[config.mk]
export PLATFORM = sky130hd
export DESIGN_NAME = reg_file_sb_flat
export DESIGN_NICKNAME = d
export VERILOG_FILES = /design/src/rtl/reg_file_sb_if.sv /design/src/rtl/reg_file_sb.sv /design/src/flat_wrapper.sv
export SDC_FILE = /design/constraint.sdc
export NUM_CORES = 1
export LEC_CHECK = 0
export BUFFER_PORTS_ARGS = -buffer_cell sky130_fd_sc_hd__buf_2
export CAP_MARGIN = 20
export CELL_PAD_IN_SITES_DETAIL_PLACEMENT = 1
export CELL_PAD_IN_SITES_GLOBAL_PLACEMENT = 2
export CORE_MARGIN = 5
export CORE_UTILIZATION = 41
export DETAILED_ROUTE_END_ITERATION = 10
export PLACE_DENSITY_LB_ADDON = 0.1
export SLEW_MARGIN = 20
export SYNTH_ARGS = -nofsm -noshare
export SYNTH_HDL_FRONTEND = slang
export SYNTH_SLANG_ARGS = --single-unit
[constraint.sdc]
create_clock -name clk -period 2.8 [get_ports clk]
set_clock_uncertainty 0.2 [all_clocks]
set_input_delay 0.14 -clock clk [delete_from_list [all_inputs] [get_ports clk]]
set_output_delay 0.14 -clock clk [all_outputs]
set_load 0.005 [all_outputs]
[src/rtl/reg_file_sb_if.sv]
// Bus bundle for the scoreboarded register file: two read ports, one
// writeback port, one issue port and the busy count.
//   master: drives addresses, writeback and issue; receives data/busy/count
//   slave : the register file itself
interface reg_file_sb_if #(
  parameter int DATA_W = 8,
  parameter int ADDR_W = 3
);
  logic [ADDR_W-1:0] readReg1;
  logic [ADDR_W-1:0] readReg2;
  logic [DATA_W-1:0] readData1;
  logic [DATA_W-1:0] readData2;
  logic              readBusy1;
  logic              readBusy2;
  logic [ADDR_W-1:0] writeReg;
  logic [DATA_W-1:0] writeData;
  logic              regWrite;
  logic [ADDR_W-1:0] issueReg;
  logic              issueValid;
  logic [ADDR_W:0]   busyCount;

  modport master (
    output readReg1, readReg2, writeReg, writeData, regWrite, issueReg, issueValid,
    input  readData1, readData2, readBusy1, readBusy2, busyCount
  );

  modport slave (
    input  readReg1, readReg2, writeReg, writeData, regWrite, issueReg, issueValid,
    output readData1, readData2, readBusy1, readBusy2, busyCount
  );
endinterface

[src/rtl/reg_file_sb.sv]
// Parametrised register file with per-register busy scoreboard.
//   clk   : clock, all state changes on rising edge
//   rst_n : synchronous active-low reset (clears data, busy bits, count)
//   bus   : reg_file_sb_if.slave -- two combinational read ports with busy
//           flags, writeback port, issue port, registered busyCount
// ZERO_REG=1 hardwires register 0 to zero; BYPASS=1 forwards a same-cycle
// writeback to the read ports and masks the matching busy flag.
module reg_file_sb #(
  parameter int DATA_W   = 8,
  parameter int ADDR_W   = 3,
  parameter int ZERO_REG = 1,
  parameter int BYPASS   = 1
) (
  input logic         clk,
  input logic         rst_n,
  reg_file_sb_if.slave bus
);
  localparam int NUM_REGS = 2 ** ADDR_W;

  logic [DATA_W-1:0]   regs [NUM_REGS];
  logic [NUM_REGS-1:0] busy;
  logic [NUM_REGS-1:0] busyNext;
  logic [ADDR_W:0]     count;
  logic [ADDR_W:0]     countNext;
  logic                writeEn;
  logic                issueEn;
  logic                setOne;
  logic                clrOne;
  logic                hit1;
  logic                hit2;
  logic                zero1;
  logic                zero2;

  // Writes/issues to a hardwired R0 are dropped before they reach state.
  always_comb begin
    writeEn = bus.regWrite;
    issueEn = bus.issueValid;
    if (ZERO_REG != 0) begin
      if (bus.writeReg == '0) writeEn = 1'b0;
      if (bus.issueReg == '0) issueEn = 1'b0;
    end
  end

  // Issue is applied after writeback so a new producer wins the same register.
  // The count moves by the real transitions only, keeping it equal to the
  // popcount of busy without a popcount tree.
  always_comb begin
    busyNext = busy;
    if (writeEn) busyNext[bus.writeReg] = 1'b0;
    if (issueEn) busyNext[bus.issueReg] = 1'b1;
    setOne    = issueEn && !busy[bus.issueReg];
    clrOne    = writeEn && busy[bus.writeReg] &&
                !(issueEn && (bus.issueReg == bus.writeReg));
    countNext = count + (ADDR_W+1)'(setOne) - (ADDR_W+1)'(clrOne);
  end

  always_ff @(posedge clk) begin
    if (!rst_n) begin
      for (int unsigned i = 0; i < NUM_REGS; i++) regs[i] <= '0;
      busy  <= '0;
      count <= '0;
    end else begin
      if (writeEn) regs[bus.writeReg] <= bus.writeData;
      busy  <= busyNext;
      count <= countNext;
    end
  end

  always_comb begin
    zero1 = (ZERO_REG != 0) && (bus.readReg1 == '0);
    zero2 = (ZERO_REG != 0) && (bus.readReg2 == '0);
    hit1  = (BYPASS != 0) && writeEn && (bus.writeReg == bus.readReg1);
    hit2  = (BYPASS != 0) && writeEn && (bus.writeReg == bus.readReg2);

    if (zero1)     bus.readData1 = '0;
    else if (hit1) bus.readData1 = bus.writeData;
    else           bus.readData1 = regs[bus.readReg1];

    if (zero2)     bus.readData2 = '0;
    else if (hit2) bus.readData2 = bus.writeData;
    else           bus.readData2 = regs[bus.readReg2];

    bus.readBusy1 = !zero1 && !hit1 && busy[bus.readReg1];
    bus.readBusy2 = !zero2 && !hit2 && busy[bus.readReg2];
    bus.busyCount = count;
  end
endmodule

[src/flat_wrapper.sv]
// flat-port wrapper written by rule: the top's interface ports become plain ports
module reg_file_sb_flat 
#(
  parameter int DATA_W   = 8,
  parameter int ADDR_W   = 3,
  parameter int ZERO_REG = 1,
  parameter int BYPASS   = 1
)
  (clk, rst_n, bus_readReg1, bus_readReg2, bus_writeReg, bus_writeData, bus_regWrite, bus_issueReg, bus_issueValid, bus_readData1, bus_readData2, bus_readBusy1, bus_readBusy2, bus_busyCount);
  reg_file_sb_if #(.DATA_W(DATA_W), .ADDR_W(ADDR_W)) bus_i ();
  input logic clk;
  input logic rst_n;
  input wire logic [$bits(bus_i.readReg1)-1:0] bus_readReg1;
  input wire logic [$bits(bus_i.readReg2)-1:0] bus_readReg2;
  input wire logic [$bits(bus_i.writeReg)-1:0] bus_writeReg;
  input wire logic [$bits(bus_i.writeData)-1:0] bus_writeData;
  input wire logic [$bits(bus_i.regWrite)-1:0] bus_regWrite;
  input wire logic [$bits(bus_i.issueReg)-1:0] bus_issueReg;
  input wire logic [$bits(bus_i.issueValid)-1:0] bus_issueValid;
  output wire logic [$bits(bus_i.readData1)-1:0] bus_readData1;
  output wire logic [$bits(bus_i.readData2)-1:0] bus_readData2;
  output wire logic [$bits(bus_i.readBusy1)-1:0] bus_readBusy1;
  output wire logic [$bits(bus_i.readBusy2)-1:0] bus_readBusy2;
  output wire logic [$bits(bus_i.busyCount)-1:0] bus_busyCount;
  assign bus_i.readReg1 = bus_readReg1;
  assign bus_i.readReg2 = bus_readReg2;
  assign bus_i.writeReg = bus_writeReg;
  assign bus_i.writeData = bus_writeData;
  assign bus_i.regWrite = bus_regWrite;
  assign bus_i.issueReg = bus_issueReg;
  assign bus_i.issueValid = bus_issueValid;
  assign bus_readData1 = bus_i.readData1;
  assign bus_readData2 = bus_i.readData2;
  assign bus_readBusy1 = bus_i.readBusy1;
  assign bus_readBusy2 = bus_i.readBusy2;
  assign bus_busyCount = bus_i.busyCount;
  reg_file_sb #(.DATA_W(DATA_W), .ADDR_W(ADDR_W), .ZERO_REG(ZERO_REG), .BYPASS(BYPASS)) u_core (.clk(clk), .rst_n(rst_n), .bus(bus_i));
endmodule
==> impl_results.md <==
- Slew headroom: 54.9%
- Type of origin of the critical path: primary input
- Global route total overflow: 0
- Synth Register Bits: 75
- Critical Path RT: 2.82 ns
- CTS max path bufs: 2
- FMAX: 382 MHz
- HPWL after DPL: 9160 um
- Port-buffer cells: between 40 and 50
- Max Transition Viols Final: 0
- IO Count: 46
- Final period util: 93.4%
- Rows: 38
- Via Count: 3,110
- Minimum clock period: between 2 and 3 ns
- Run status: completed
- Critical Path End Type: flip-flop
- Die area: 13,000 sq um
- Sink Count: 75
- Initial DRC count: 268
- Syn-to-layout area delta: 16.6%
- Fin util: 48.2%
- HP Class: primary input to flip-flop
- Gate Count Post-Synth: 342
- Combinational share of power: between 20% and 30%
- Initial antenna violation count: 0
- Vias in the first global route: between 3,000 and 4,000
- Clock power frac: 30.0%
- Crit path kind: primary input to flip-flop
- Synth warn: 0
- Pre-antenna DRT Iters: 4
- Endpoints failing hold: 0
- Part of the power in registers: 49.1%
- Clock latency on the worst-skew pair: 0.35 ns
- Worst-path fanout max: 10
- Net Sw Power: 826 uW
- Global-route wire length before repair: 20,100 um
- ANT cells: 0
- Share of layout cells above drive strength 1: 29.3%
- Leak: 0.00194 uW
- Setup TNS Final: 0 ns
- Initial Util: 41.3%
- Die X: 114 um
- Register area share after synthesis: between 40% and 50%
- DRC: 0
- Largest net degree at the start of global routing: 24
- CTS tree: built
- Switch share: 30.0%
- Pwr Density: 531 nW/um^2
- Final Routed Wirelength: 12,800 um
- Worst-path clk slew: 0.09 ns
- CORE AREA: ~11,000 sq um
- Max-cap violations: 0
- GRT Overall Usage: 20.8%
- Slew @ Worst Pin: just under 0.7 ns
- Crit path DAT: 2.64 ns
- Synth cell types: between 40 and 50
- Final GP Congestion: 0.857
- Avg Synthesized Cell Area: 13.0 sq um
- CTS Buf Count: 9
- Die Y: 114 um
- Vias per inst: 5.59
- # setup viols final: 0
- Fin nets: 440
- Maximum vdd drop: between 200 and 300 uV
- RSZ-0062 raised after global routing: no
- Clock Tree Root: clkbuf_8
- Cell-internal power: 1920 uW
- H-tree depth: 3
- Routed wire per std cell: between 20 and 25 um
- Post-Syn Area: 4440 sq um
- Routed Antenna Nets: 0
synth_stat cells (all sizes together):
cell / instances / area [sq um]
mux2: 1 / 11.3
edfxtp: 64 / 1920
o32ai: 1 / 8.76
nor2: 12 / 67.6
mux2i: 17 / 170
inv: 17 / 63.8
or3: 3 / 18.8
nand3: 3 / 15.0
o31ai: 2 / 15.0
mux4: 36 / 818
clkbuf: 2 / 7.51
a21boi: 2 / 15.0
a21o: 1 / 7.51
nand4b: 2 / 30.0
nand2: 9 / 33.8
o211ai: 1 / 7.51
xor2: 2 / 17.5
o311ai: 1 / 8.76
ha: 4 / 50.1
conb: 1 / 3.75
a21oi: 20 / 100
or2: 1 / 6.26
and2: 59 / 369
buf: 18 / 119
a31oi: 1 / 6.26
dfxtp: 11 / 220
o21ai: 26 / 130
nand2b: 4 / 32.5
a211oi: 4 / 30.0
xnor2: 5 / 43.8
o22ai: 8 / 50.1
nor3: 1 / 5.00
fa: 1 / 20.0
nor3b: 2 / 15.0
flip-flops by register name (all words and copies together) (netlist names):
signal                cells
u_core.busy               7
u_core.bus.busyCount      4
u_core.regs              64
metrics by stage:
step / power, uW / setup slack [ns] / hold WS [ns] / instances / area [sq um]
3_5_place_dp: 1940 / 0.172 / 0.267 / 529 / 4860
5_1_grt: 2890 / 0.0225 / 0.0263 / 556 / 5180
6_report: 2750 / 0.185 / 0.0136 / 556 / 5180
2_1_floorplan: 1720 / 0.442 / 0.138 / 349 / 4470
3_3_place_gp: 1920 / 0.235 / 0.258 / 529 / 4860
4_1_cts: 2780 / 0.126 / 0.00525 / 556 / 5160
area by class of cell:
type / count / area [sq um]
Fill cell: 1151 / 5570
Multi-Input combinational cell: 237 / 2140
Timing Repair Buffer: 71 / 463
Clock inverter: 7 / 65.1
Tap cell: 140 / 175
Clock buffer: 9 / 124
Sequential cell: 75 / 2140
Inverter: 17 / 63.8
worst paths after layout:
check	startpoint	end	slack, ns	cells after the start
max reg2reg	u_core.busy[3]$_SDFF_PN0_	u_core.bus.busyCount[2]$_SDFF_PN0_	0.25	12
max	bus_issueReg[1]	u_core.bus.busyCount[2]$_SDFF_PN0_	0.18	13
min	bus_writeData[2]	u_core.regs[7][2]$_SDFFCE_PN0P_	0.01	2
min reg2reg	u_core.busy[2]$_SDFF_PN0_	u_core.busy[2]$_SDFF_PN0_	0.37	2
cells by family after synthesis:
kind of cell | after synthesis | synth area share [%]
buffers and inverters | 37 | 4.28
other | 1 | 0.0845
AND/OR/NAND/NOR | 96 | 13.4
XOR/XNOR | 7 | 1.38
AO/OA/AOI/OAI | 67 | 8.54
multiplexers | 54 | 22.5
flip-flops | 75 | 48.3
adder cells (fa/ha/maj) | 5 | 1.58
power by group through the flow:
stage	Sequential, uW	Combinational, uW	Clock [uW]
after floorplan	1360	358	0
after global placement	1370	556	0
after detailed placement	1380	564	0
after CTS	1350	577	852
after global routing	1360	629	898
final	1350	573	826
what timing repair did:
item,CTS,global route
endpoints found under the hold margin,35,0
gates resized for setup,0,3
hold buffers,11,0
setup buffers,0,0
endpoints found under the setup margin,0,1
worst max-delay path, stage by stage:
cell           delay, ns
dlygate4sd3_1       0.54
clkbuf_4            0.19
nor3b_2             0.19
a21oi_1             0.07
o31ai_2             0.24
a31oi_1             0.13
ha_1                0.28
inv_1               0.05
ha_1                0.17
inv_1               0.07
fa_1                0.37
xor2_1              0.15
nor2_1              0.05
layer usage:
layer | wire [um] | global-route usage, %
met4 | 131 | 4.91
met2 | 6280 | 33.6
met3 | 491 | 2.91
met1 | 5900 | 30.1
met5 | 0 | 0
cells in the final DEF, fill, tap and decap left out, types with 2 or more instances in the layout:
master         count
nor2_4             3
a21oi_1           20
o21ai_1            2
o22ai_1            8
inv_6              3
ha_1               4
mux2i_1           17
nand3_1            3
buf_2             44
clkbuf_8           9
inv_1             15
buf_4             14
a211oi_1           4
inv_8              2
xnor2_1            5
o21ai_0           24
mux4_1             2
conb_1             8
xor2_1             2
dlygate4sd3_1     11
or3_1              3
nor2_1             9
dfxtp_1           11
edfxtp_1          64
nand2_1            9
mux4_2            34
nand2b_1           3
and2_1            59
nand4b_2           2
a21boi_0           2
inv_2              2
No activity file was read; power rests on OpenSTA's default activity.
